<file path="src/rtl/inst_align_pkg.sv">
// Shared decode types for the instruction aligner and the decode select path.
// Holds the aligner state encoding, the output bundle and the RVC test.
package inst_align_pkg;

    localparam int unsigned ILEN = 32;
    localparam int unsigned HLEN = 16;
    localparam int unsigned XLEN = 64;

    // Byte increments applied to the halfword PC.
    localparam logic [XLEN-1:0] PC_INC_HALF = 64'd2;
    localparam logic [XLEN-1:0] PC_INC_WORD = 64'd4;

    typedef enum logic [1:0] {
        ALIGN_EMPTY = 2'd0,
        ALIGN_HALF  = 2'd1,
        ALIGN_SKIP  = 2'd2
    } align_state_e;

    // Output register bundle presented to decode.
    typedef struct packed {
        logic            valid;
        logic [ILEN-1:0] inst;
        logic [XLEN-1:0] pc;
        logic            rvc;
    } align_out_t;

    localparam align_out_t ALIGN_OUT_RST = '{
        valid: 1'b0,
        inst:  '0,
        pc:    '0,
        rvc:   1'b0
    };

    // Any halfword whose two low bits are not 2'b11 is a compressed insn.
    function automatic logic is_rvc(input logic [HLEN-1:0] h);
        return h[1:0] != 2'b11;
    endfunction

    // Build a valid output entry; the compressed flag follows the
    // instruction's own low bits so it always matches id_inst.
    function automatic align_out_t mk_out(
        input logic [ILEN-1:0] inst,
        input logic [XLEN-1:0] pc
    );
        align_out_t o;
        o.valid = 1'b1;
        o.inst  = inst;
        o.pc    = pc;
        o.rvc   = is_rvc(inst[HLEN-1:0]);
        return o;
    endfunction

    // Zero-extend a compressed halfword to instruction width.
    function automatic logic [ILEN-1:0] rvc_inst(input logic [HLEN-1:0] h);
        return {{(ILEN-HLEN){1'b0}}, h};
    endfunction

endpackage

</file>
<file path="src/rtl/inst_align.sv">
// Instruction aligner: splits 32-bit fetch words into RVC and 32-bit insns.
// Ports: clk/rst_n, if_* fetch handshake, flush/flush_pc, id_* decode output.
module inst_align
    import inst_align_pkg::*;
#(
    parameter logic [63:0] RESET_PC = 64'h0
) (
    input  logic        clk,
    input  logic        rst_n,

    input  logic        if_valid,
    output logic        if_ready,
    input  logic [31:0] if_data,

    input  logic        flush,
    input  logic [63:0] flush_pc,

    output logic        id_valid,
    input  logic        id_ready,
    output logic [31:0] id_inst,
    output logic [63:0] id_pc,
    output logic        compressed
);

    align_state_e    state_q, state_d;
    logic [HLEN-1:0] hbuf_q, hbuf_d;
    logic [XLEN-1:0] next_pc_q, next_pc_d;
    align_out_t      out_q, out_d;

    logic            out_free;
    logic            rdy_c;
    logic [HLEN-1:0] lo_h;
    logic [HLEN-1:0] hi_h;

    assign lo_h = if_data[HLEN-1:0];
    assign hi_h = if_data[ILEN-1:HLEN];

    // The output slot can take a new entry if empty or being drained now.
    assign out_free = !out_q.valid || id_ready;

    always_comb begin
        state_d   = state_q;
        hbuf_d    = hbuf_q;
        next_pc_d = next_pc_q;
        out_d     = out_q;
        rdy_c     = 1'b0;

        if (flush) begin
            // Redirect: drop the held insn and any buffered halfword.
            out_d.valid = 1'b0;
            next_pc_d   = flush_pc;
            state_d     = flush_pc[1] ? ALIGN_SKIP : ALIGN_EMPTY;
        end else begin
            if (out_q.valid && id_ready) begin
                out_d.valid = 1'b0;
            end

            if (out_free) begin
                unique case (state_q)
                    ALIGN_EMPTY: begin
                        rdy_c = 1'b1;
                        if (if_valid) begin
                            if (is_rvc(lo_h)) begin
                                out_d     = mk_out(rvc_inst(lo_h), next_pc_q);
                                hbuf_d    = hi_h;
                                state_d   = ALIGN_HALF;
                                next_pc_d = next_pc_q + PC_INC_HALF;
                            end else begin
                                out_d     = mk_out(if_data, next_pc_q);
                                next_pc_d = next_pc_q + PC_INC_WORD;
                            end
                        end
                    end

                    ALIGN_HALF: begin
                        if (is_rvc(hbuf_q)) begin
                            // Buffered RVC issues without a fetch.
                            out_d     = mk_out(rvc_inst(hbuf_q), next_pc_q);
                            state_d   = ALIGN_EMPTY;
                            next_pc_d = next_pc_q + PC_INC_HALF;
                        end else begin
                            rdy_c = 1'b1;
                            if (if_valid) begin
                                // Straddling 32-bit insn: hbuf is the low half.
                                out_d     = mk_out({lo_h, hbuf_q}, next_pc_q);
                                hbuf_d    = hi_h;
                                next_pc_d = next_pc_q + PC_INC_WORD;
                            end
                        end
                    end

                    ALIGN_SKIP: begin
                        // Redirect landed on the upper halfword; the low
                        // half of this word precedes the target.
                        rdy_c = 1'b1;
                        if (if_valid) begin
                            hbuf_d  = hi_h;
                            state_d = ALIGN_HALF;
                        end
                    end

                    default: begin
                        state_d = ALIGN_EMPTY;
                    end
                endcase
            end
        end
    end

    // Held low while in reset so fetch never sees a spurious accept.
    assign if_ready = rdy_c && rst_n;

    always_ff @(posedge clk or negedge rst_n) begin
        if (!rst_n) begin
            state_q   <= ALIGN_EMPTY;
            hbuf_q    <= '0;
            next_pc_q <= RESET_PC;
            out_q     <= ALIGN_OUT_RST;
        end else begin
            state_q   <= state_d;
            hbuf_q    <= hbuf_d;
            next_pc_q <= next_pc_d;
            out_q     <= out_d;
        end
    end

    assign id_valid   = out_q.valid;
    assign id_inst    = out_q.inst;
    assign id_pc      = out_q.pc;
    assign compressed = out_q.rvc;

endmodule
</file>
<file path="config.mk">
export PLATFORM = sky130hd
export DESIGN_NAME = inst_align
export DESIGN_NICKNAME = d
export VERILOG_FILES = /design/src/rtl/inst_align_pkg.sv /design/src/rtl/inst_align.sv
export SDC_FILE = /design/constraint.sdc
export NUM_CORES = 1
export LEC_CHECK = 0
export ABC_AREA = 0
export BUFFER_PORTS_ARGS = -buffer_cell sky130_fd_sc_hd__buf_2
export CORE_MARGIN = 4
export CORE_UTILIZATION = 30
export CTS_BUF_LIST = sky130_fd_sc_hd__clkbuf_2 sky130_fd_sc_hd__clkbuf_4 sky130_fd_sc_hd__clkbuf_8
export DETAILED_ROUTE_END_ITERATION = 10
export GPL_ROUTABILITY_DRIVEN = 0
export PLACE_DENSITY_LB_ADDON = 0.2
export RECOVER_POWER = 50
export REMOVE_ABC_BUFFERS = 1
export SKIP_CTS_REPAIR_TIMING = 1
export SLEW_MARGIN = 20
export SYNTH_ARGS = -nofsm -noshare
export SYNTH_HDL_FRONTEND = slang
export SYNTH_SLANG_ARGS = --single-unit
</file>
<file path="constraint.sdc">
create_clock -name clk -period 4.3 [get_ports clk]
set_input_delay 0.43 -clock clk [delete_from_list [all_inputs] [get_ports clk]]
set_output_delay 0.43 -clock clk [all_outputs]
set_load 0.005 [all_outputs]
</file>
==> results of run 1 <==
==> how the worst max path moves through the flow <==
stage,start,cells after the start,to
after floorplan,flush,3,id_pc[0]$_DFFE_PN0P_
after global placement,state_q[1]$_DFFE_PN0P_,7,next_pc_q[30]$_DFFE_PN0N_
after detailed placement,state_q[0]$_DFFE_PN0P_,7,next_pc_q[30]$_DFFE_PN0N_
after CTS,state_q[0]$_DFFE_PN0P_,7,next_pc_q[30]$_DFFE_PN0N_
after global routing,flush,5,if_ready
final,state_q[0]$_DFFE_PN0P_,7,next_pc_q[30]$_DFFE_PN0N_
==> metrics by stage <==
stage / std cells / hold WS (ns) / area [um2]
2_1_floorplan: 832 / 0.134 / 8640
3_3_place_gp: 1430 / 0.413 / 10300
3_5_place_dp: 1430 / 0.414 / 10300
4_1_cts: 1462 / -0.103 / 10600
5_1_grt: 1466 / 0.151 / 10600
6_report: 1466 / 0.167 / 10600
==> flip-flops by register name, summed over array words and instances (netlist names) <==
name and flops:
id_pc 64, next_pc_q 64, id_inst 32, hbuf_q 16, state_q 2, compressed 1
id_valid 1
==> cell usage in the layout, fill, tap and decap left out, types with 7 or more instances in the layout <==
cell | netlist | final
a32oi_1 | 26 | 26
nand4_1 | 25 | 25
dfrtp_1 | 180 | 180
nand3_1 | 29 | 29
and3_1 | 9 | 9
xnor2_1 | 10 | 10
nor2_1 | 56 | 56
nor3_1 | 18 | 18
or3_1 | 21 | 21
a31oi_1 | 44 | 44
a21oi_1 | 9 | 9
inv_1 | 21 | 21
clkbuf_1 | 51 | 50
a22oi_1 | 7 | 7
or4_1 | 15 | 15
clkbuf_8 | 0 | 19
buf_2 | 3 | 148
nand2_1 | 99 | 98
nor4_1 | 17 | 17
o21ai_0 | 83 | 83
buf_4 | 0 | 12
o31ai_1 | 19 | 19
mux2_2 | 71 | 71
==> metal layers <==
| metal | global-route usage (%) | share of wire (%) |
|---|---|---|
| met1 | 22.7 | 45 |
| met5 | 0 | 0.050 |
| met2 | 26.8 | 48 |
| met4 | 5.39 | 2.0 |
| met3 | 3.72 | 5.2 |
==> logic make-up after synthesis <==
kind of cell | share of synthesized area (%)
buffers and inverters | 3.39
AND/OR/NAND/NOR | 17.7
adder cells (fa/ha/maj) | 0.847
AO/OA/AOI/OAI | 16.6
flip-flops | 50.8
XOR/XNOR | 1.58
multiplexers | 9.02
==> layout make-up <==
cell class / count / area (um2)
clock inverters: 13 / 114
clock buffers: 19 / 255
multi-input cells: 630 / 4060
repair buffers: 215 / 1070
well taps: 384 / 480
inverters: 22 / 82.6
fillers: 2956 / 18400
flip-flops and latches: 180 / 4500
diodes: 3 / 7.51
==> report_power, final <==
part           internal (W)  total, W  leakage (nW)  switching [W]
sequential          0.00223   0.00260          2.15       0.000373
clock              0.000441   0.00113         0.171       0.000689
combinational      0.000730   0.00153          1.99       0.000797
==> critical path: stages, from the launching register on <==
cell and delay (ns):
dfrtp_1 0.42, inv_1 0.11, ha_1 0.56, nor2_1 0.22, a211o_1 0.46, or4_4 0.70, or4_1 0.43, a31oi_1 0.17
==> flow_metrics.tcl, run 1 <==
set metrics [dict create \
    status "finished, violations left" \
    violations "capacitance limit, slew limit" \
    reg2reg_from "state_q[0]$_DFFE_PN0P_" \
    p_leak_nw 4.31 \
    start_util_pct 30.6 \
    synth_edf_count 0 \
    drt-total-wl_mm 27.8 \
    worstHoldPathType "in -> reg" \
    synth-seq-cells 180 \
    drtIter0Drc 596 \
    grt_max_degree 132 \
    grt_pass1_wl_mm 43.3 \
    track_usage_pct 16.8 \
    tightest_slew_ns 1.99 \
    period_share_pct 73.4 \
    grt_setup_unrepaired "no" \
    antenna_found_initial 5 \
    avgSynthCellArea_um2 9.99 \
    synth_common_cells "dfrtp_1 (180), nand2_1 (99), o21ai_0 (83), mux2_2 (71), nor2_1 (56)" \
    drive_above_1_share_pct 25.8 \
    io_pins 200 \
    reg2regPathDepth 7 \
    cp-end-kind "flop" \
    crit_required_ns 4.68 \
    std_cell_rows 62 \
    hp-start "flush_pc[5]" \
    via_per_inst 5.20 \
    yosys.area.top_type_share_pct 50.8 \
    detail-route-antenna-nets 0 \
    yosysSeqAreaShare_pct 50.8 \
    grt_pass1_vias 7237 \
    dpl.hpwl_mm 19.9 \
    setup_violations 0 \
    hold_violations 0 \
    vias 7628 \
    final_util_pct 36.6 \
    min_to "next_pc_q[5]$_DFFE_PN0N_" \
    clock_sinks 180 \
    cp.arrival_ns 3.54 \
    htree_levels 4 \
    path_max_fanout 15 \
    ys.flop_type "dfrtp_1" \
    worstSkewPairLatency_ns 0.46 \
    max-cap-violations 2 \
    io_buffers 199 \
    crit_type "reg -> reg" \
    synth_most_common_cell "dfrtp_1" \
    synthArstFlopShare_pct 100 \
    dieArea_um2 32300 \
    clk_path_buf_depth 2 \
    die_w_um 180 \
    core_area_um2 28900 \
    fmax_mhz 317 \
    setup-tns-final_ns 0 \
    die_h_um 180 \
    p_total_w 0.00525 \
    synth_cells 887 \
    wl_per_cell_um 19.0 \
    drc 0 \
    pwr_density_cell_nw_per_um2 497 \
    min_path_cells 3 \
    cts-root-buf "clkbuf_8" \
    reg2reg_slack_ns 1.15 \
    critPathLaunchType "flop" \
    path_clk_slew_ns 0.11 \
    fin_worst_skew_ns 0.0226 \
    final_max_slew_viol_count 177 \
    setup_ws_ns 1.15 \
    ys_types 54 \
    ys_warn_count 0 \
    ir_drop_uv 234 \
    r2r-end "next_pc_q[30]$_DFFE_PN0N_" \
    grt-ovfl-total 0 \
    cts_tree "built" \
    numCtsBuffers 17 \
    syn_area_um2 8860 \
    yosys-top-cells-area "dfrtp_1 (51%), mux2_2 (9.0%), o21ai_0 (4.7%), nand2_1 (4.2%), a31oi_1 (3.1%)" \
    finalCriticalPeriod_ns 3.15 \
    dp_slack_ns 1.16 \
    relSlewSlack_pct -32.8 \
    yosys.area.top_type "dfrtp_1" \
    nets 1173 \
    area_delta_synth_final_pct 19.4 \
    dr.pass1.iters 5 \
]
Power figures use the tool's default switching activity.
==> run 2, diff against run 1 <==
--- a/config.mk
+++ b/config.mk
@@ -5,7 +5,7 @@
 export SDC_FILE = /design/constraint.sdc
 export NUM_CORES = 1
 export LEC_CHECK = 0
-export ABC_AREA = 0
+export ABC_AREA = 1
 export BUFFER_PORTS_ARGS = -buffer_cell sky130_fd_sc_hd__buf_2
 export CORE_MARGIN = 4
 export CORE_UTILIZATION = 30
==> constraint.sdc (replaced) <==
create_clock -name clk -period 2.8 [get_ports clk]
set_input_delay 0.28 -clock clk [delete_from_list [all_inputs] [get_ports clk]]
set_output_delay 0.28 -clock clk [all_outputs]
set_load 0.005 [all_outputs]
==> flow_metrics.tcl, run 2 <==
set metrics [dict create \
    antenna_found_initial 3 \
    area_delta_synth_final_pct 19.7 \
    std_cell_rows 67 \
    cts-root-buf "clkbuf_8" \
    htree_levels 4 \
    grt_setup_unrepaired "no" \
    nets 1761 \
    dieArea_um2 37500 \
    drtIter0Drc 969 \
    syn_area_um2 10300 \
    start_util_pct 30.6 \
    dpl.hpwl_mm 28.2 \
    numCtsBuffers 17 \
    drc 0 \
    synth-seq-cells 180 \
    synth_common_cells "nand2_1 (486), dfrtp_1 (180), inv_1 (156), nor2_1 (128), o21ai_0 (117)" \
    io_buffers 199 \
    grt_pass1_wl_mm 59.7 \
    drive_above_1_share_pct 16.3 \
    vias 10500 \
    final_util_pct 36.6 \
    intPower_w 0.00556 \
    hold_violations 1 \
    die_w_um 194 \
    crit_type "reg -> out" \
    detail-route-antenna-nets 0 \
    relSlewSlack_pct 57.4 \
    status "finished, violations left" \
    drt-total-wl_mm 37.8 \
    max-cap-violations 0 \
    period_share_pct 83.6 \
    die_h_um 194 \
    fmax_mhz 427 \
    yosys.area.top_type_share_pct 43.6 \
    fillCellCount 3706 \
    seqPwrFrac_pct 44.6 \
    yosysSeqAreaShare_pct 43.6 \
    final_max_slew_viol_count 0 \
    cp-end-kind "output pin" \
    final_cell_mix "nand2_1 (486), dfrtp_1 (180), buf_2 (171), inv_1 (156), nor2_1 (128)" \
    wl_per_cell_um 17.9 \
    worstHoldPathType "in -> reg" \
    grt_max_degree 100 \
    track_usage_pct 20.1 \
    dp_cells 2075 \
    holdWs_ns -0.00313 \
    cts_tree "built" \
    pwr_density_cell_nw_per_um2 754 \
    grt-ovfl-total 0 \
    core_area_um2 33800 \
    dr.pass1.iters 6 \
    path_clk_slew_ns 0.11 \
    avgSynthCellArea_um2 7.09 \
    finalCriticalPeriod_ns 2.34 \
    synth_cells 1457 \
    p_leak_nw 6.15 \
    via_per_inst 4.94 \
    worstSkewPairLatency_ns 0.51 \
    ys_types 46 \
    io_pins 200 \
    ys_warn_count 0 \
    ys.flop_type "dfrtp_1" \
    synth_most_common_cell "nand2_1" \
    path_max_fanout 13 \
    grt_pass1_vias 10400 \
    pwr-share-clk_pct 21.5 \
    yosys-top-cells-area "dfrtp_1 (44%), nand2_1 (18%), inv_1 (5.7%), o21ai_0 (5.7%), nor2_1 (4.7%)" \
    sw_frac_of_total_pct 40.3 \
    p_total_w 0.00932 \
    synth_edf_count 0 \
    fin_worst_skew_ns 0.0267 \
    fin_cells 2115 \
    final_common_cell "nand2_1" \
    cp.arrival_ns 2.06 \
    power.switching_w 0.00376 \
    clk_path_buf_depth 2 \
    tightest_slew_ns 0.634 \
    ir_drop_uv 322 \
    setup_violations 0 \
    crit_required_ns 2.52 \
    critPathLaunchType "flop" \
    violations "hold timing" \
    yosys.area.top_type "dfrtp_1" \
    clock_sinks 180 \
    combPwrFrac_pct 34.0 \
    synthArstFlopShare_pct 100 \
]
run 2: through the flow:
step	hold WS [ns]	setup TNS, ns	cell area (um2)	setup slack [ns]
finish	-0.00313	0	12400	0.460
global route	0.000574	0	12400	0.241
CTS	-0.253	0	12300	0.400
detailed placement	0.313	0	11900	0.508
global placement	0.309	0	11900	0.566
floorplan	-0.0156	-114.76	10100	-1.54
run 2: cell families (layout without fill, tap and decap cells):
logic type                 Yosys count  after routing  share of synthesized area [%]
and+or+nand+nor                    791            791                           32.7
AOI/OAI and AO/OA                  251            251                           13.8
buffers and inverters              222            431                           8.56
DFF                                180            180                           43.6
xor gates and xnor gates             7              7                          0.594
adders and majority gates            6              6                          0.727
other                                0              1                              0
run 2: worst paths after layout:
path	slack [ns]	startpoint	endpoint	cells after the start
setup / recovery	0.46	state_q[1]$_DFFE_PN0P_	if_ready	6
hold / removal	-0.003	flush_pc[54]	next_pc_q[54]$_DFFE_PN0N_	3
setup reg to reg	0.47	state_q[1]$_DFFE_PN0P_	next_pc_q[56]$_DFFE_PN0N_	13
hold reg to reg	0.48	id_pc[34]$_DFFE_PN0P_	id_pc[34]$_DFFE_PN0P_	2
max in group asynchronous	1.68	rst_n	next_pc_q[16]$_DFFE_PN0N_	3
min in group asynchronous	0.31	rst_n	next_pc_q[14]$_DFFE_PN0N_	2
run 2: per-layer routing:
metal	wire length [um]	vias up	track usage [%]	share of wire, %
met4	660	4	5.38	1.7
met2	17000	382	31.4	45
met3	2870	42	5.10	7.6
met5	19	-	0	0.050
li1	-	5120	-	-
met1	17300	4907	27.8	46
run 2: power groups by stage:
stage	Clock (W)	Sequential [W]	Combinational (W)
2_1_floorplan	0	0.00408	0.00168
3_3_place_gp	0	0.00418	0.00322
3_5_place_dp	0	0.00419	0.00324
4_1_cts	0.00207	0.00414	0.00326
5_1_grt	0.00216	0.00427	0.00364
6_report	0.00200	0.00415	0.00317
run 2: layout make-up:
cell class / count / area (um2) / area share, %
diodes: 1 / 2.50 / 0.0202
clock buffers: 19 / 255 / 2.06
clock inverters: 12 / 169 / 1.37
inverters: 165 / 619 / 5.01
multi-input cells: 1055 / 4940 / 40.0
flip-flops and latches: 180 / 4500 / 36.4
well taps: 448 / 561 / 4.53
repair buffers: 235 / 1310 / 10.6
run 2: critical path, cell delays in order (launching register included):
cell and delay, ns:
dfrtp_1 0.42, inv_1 0.10, ha_1 0.34, nand3_4 0.15
buf_4 0.24, a21oi_1 0.15, buf_2 0.14
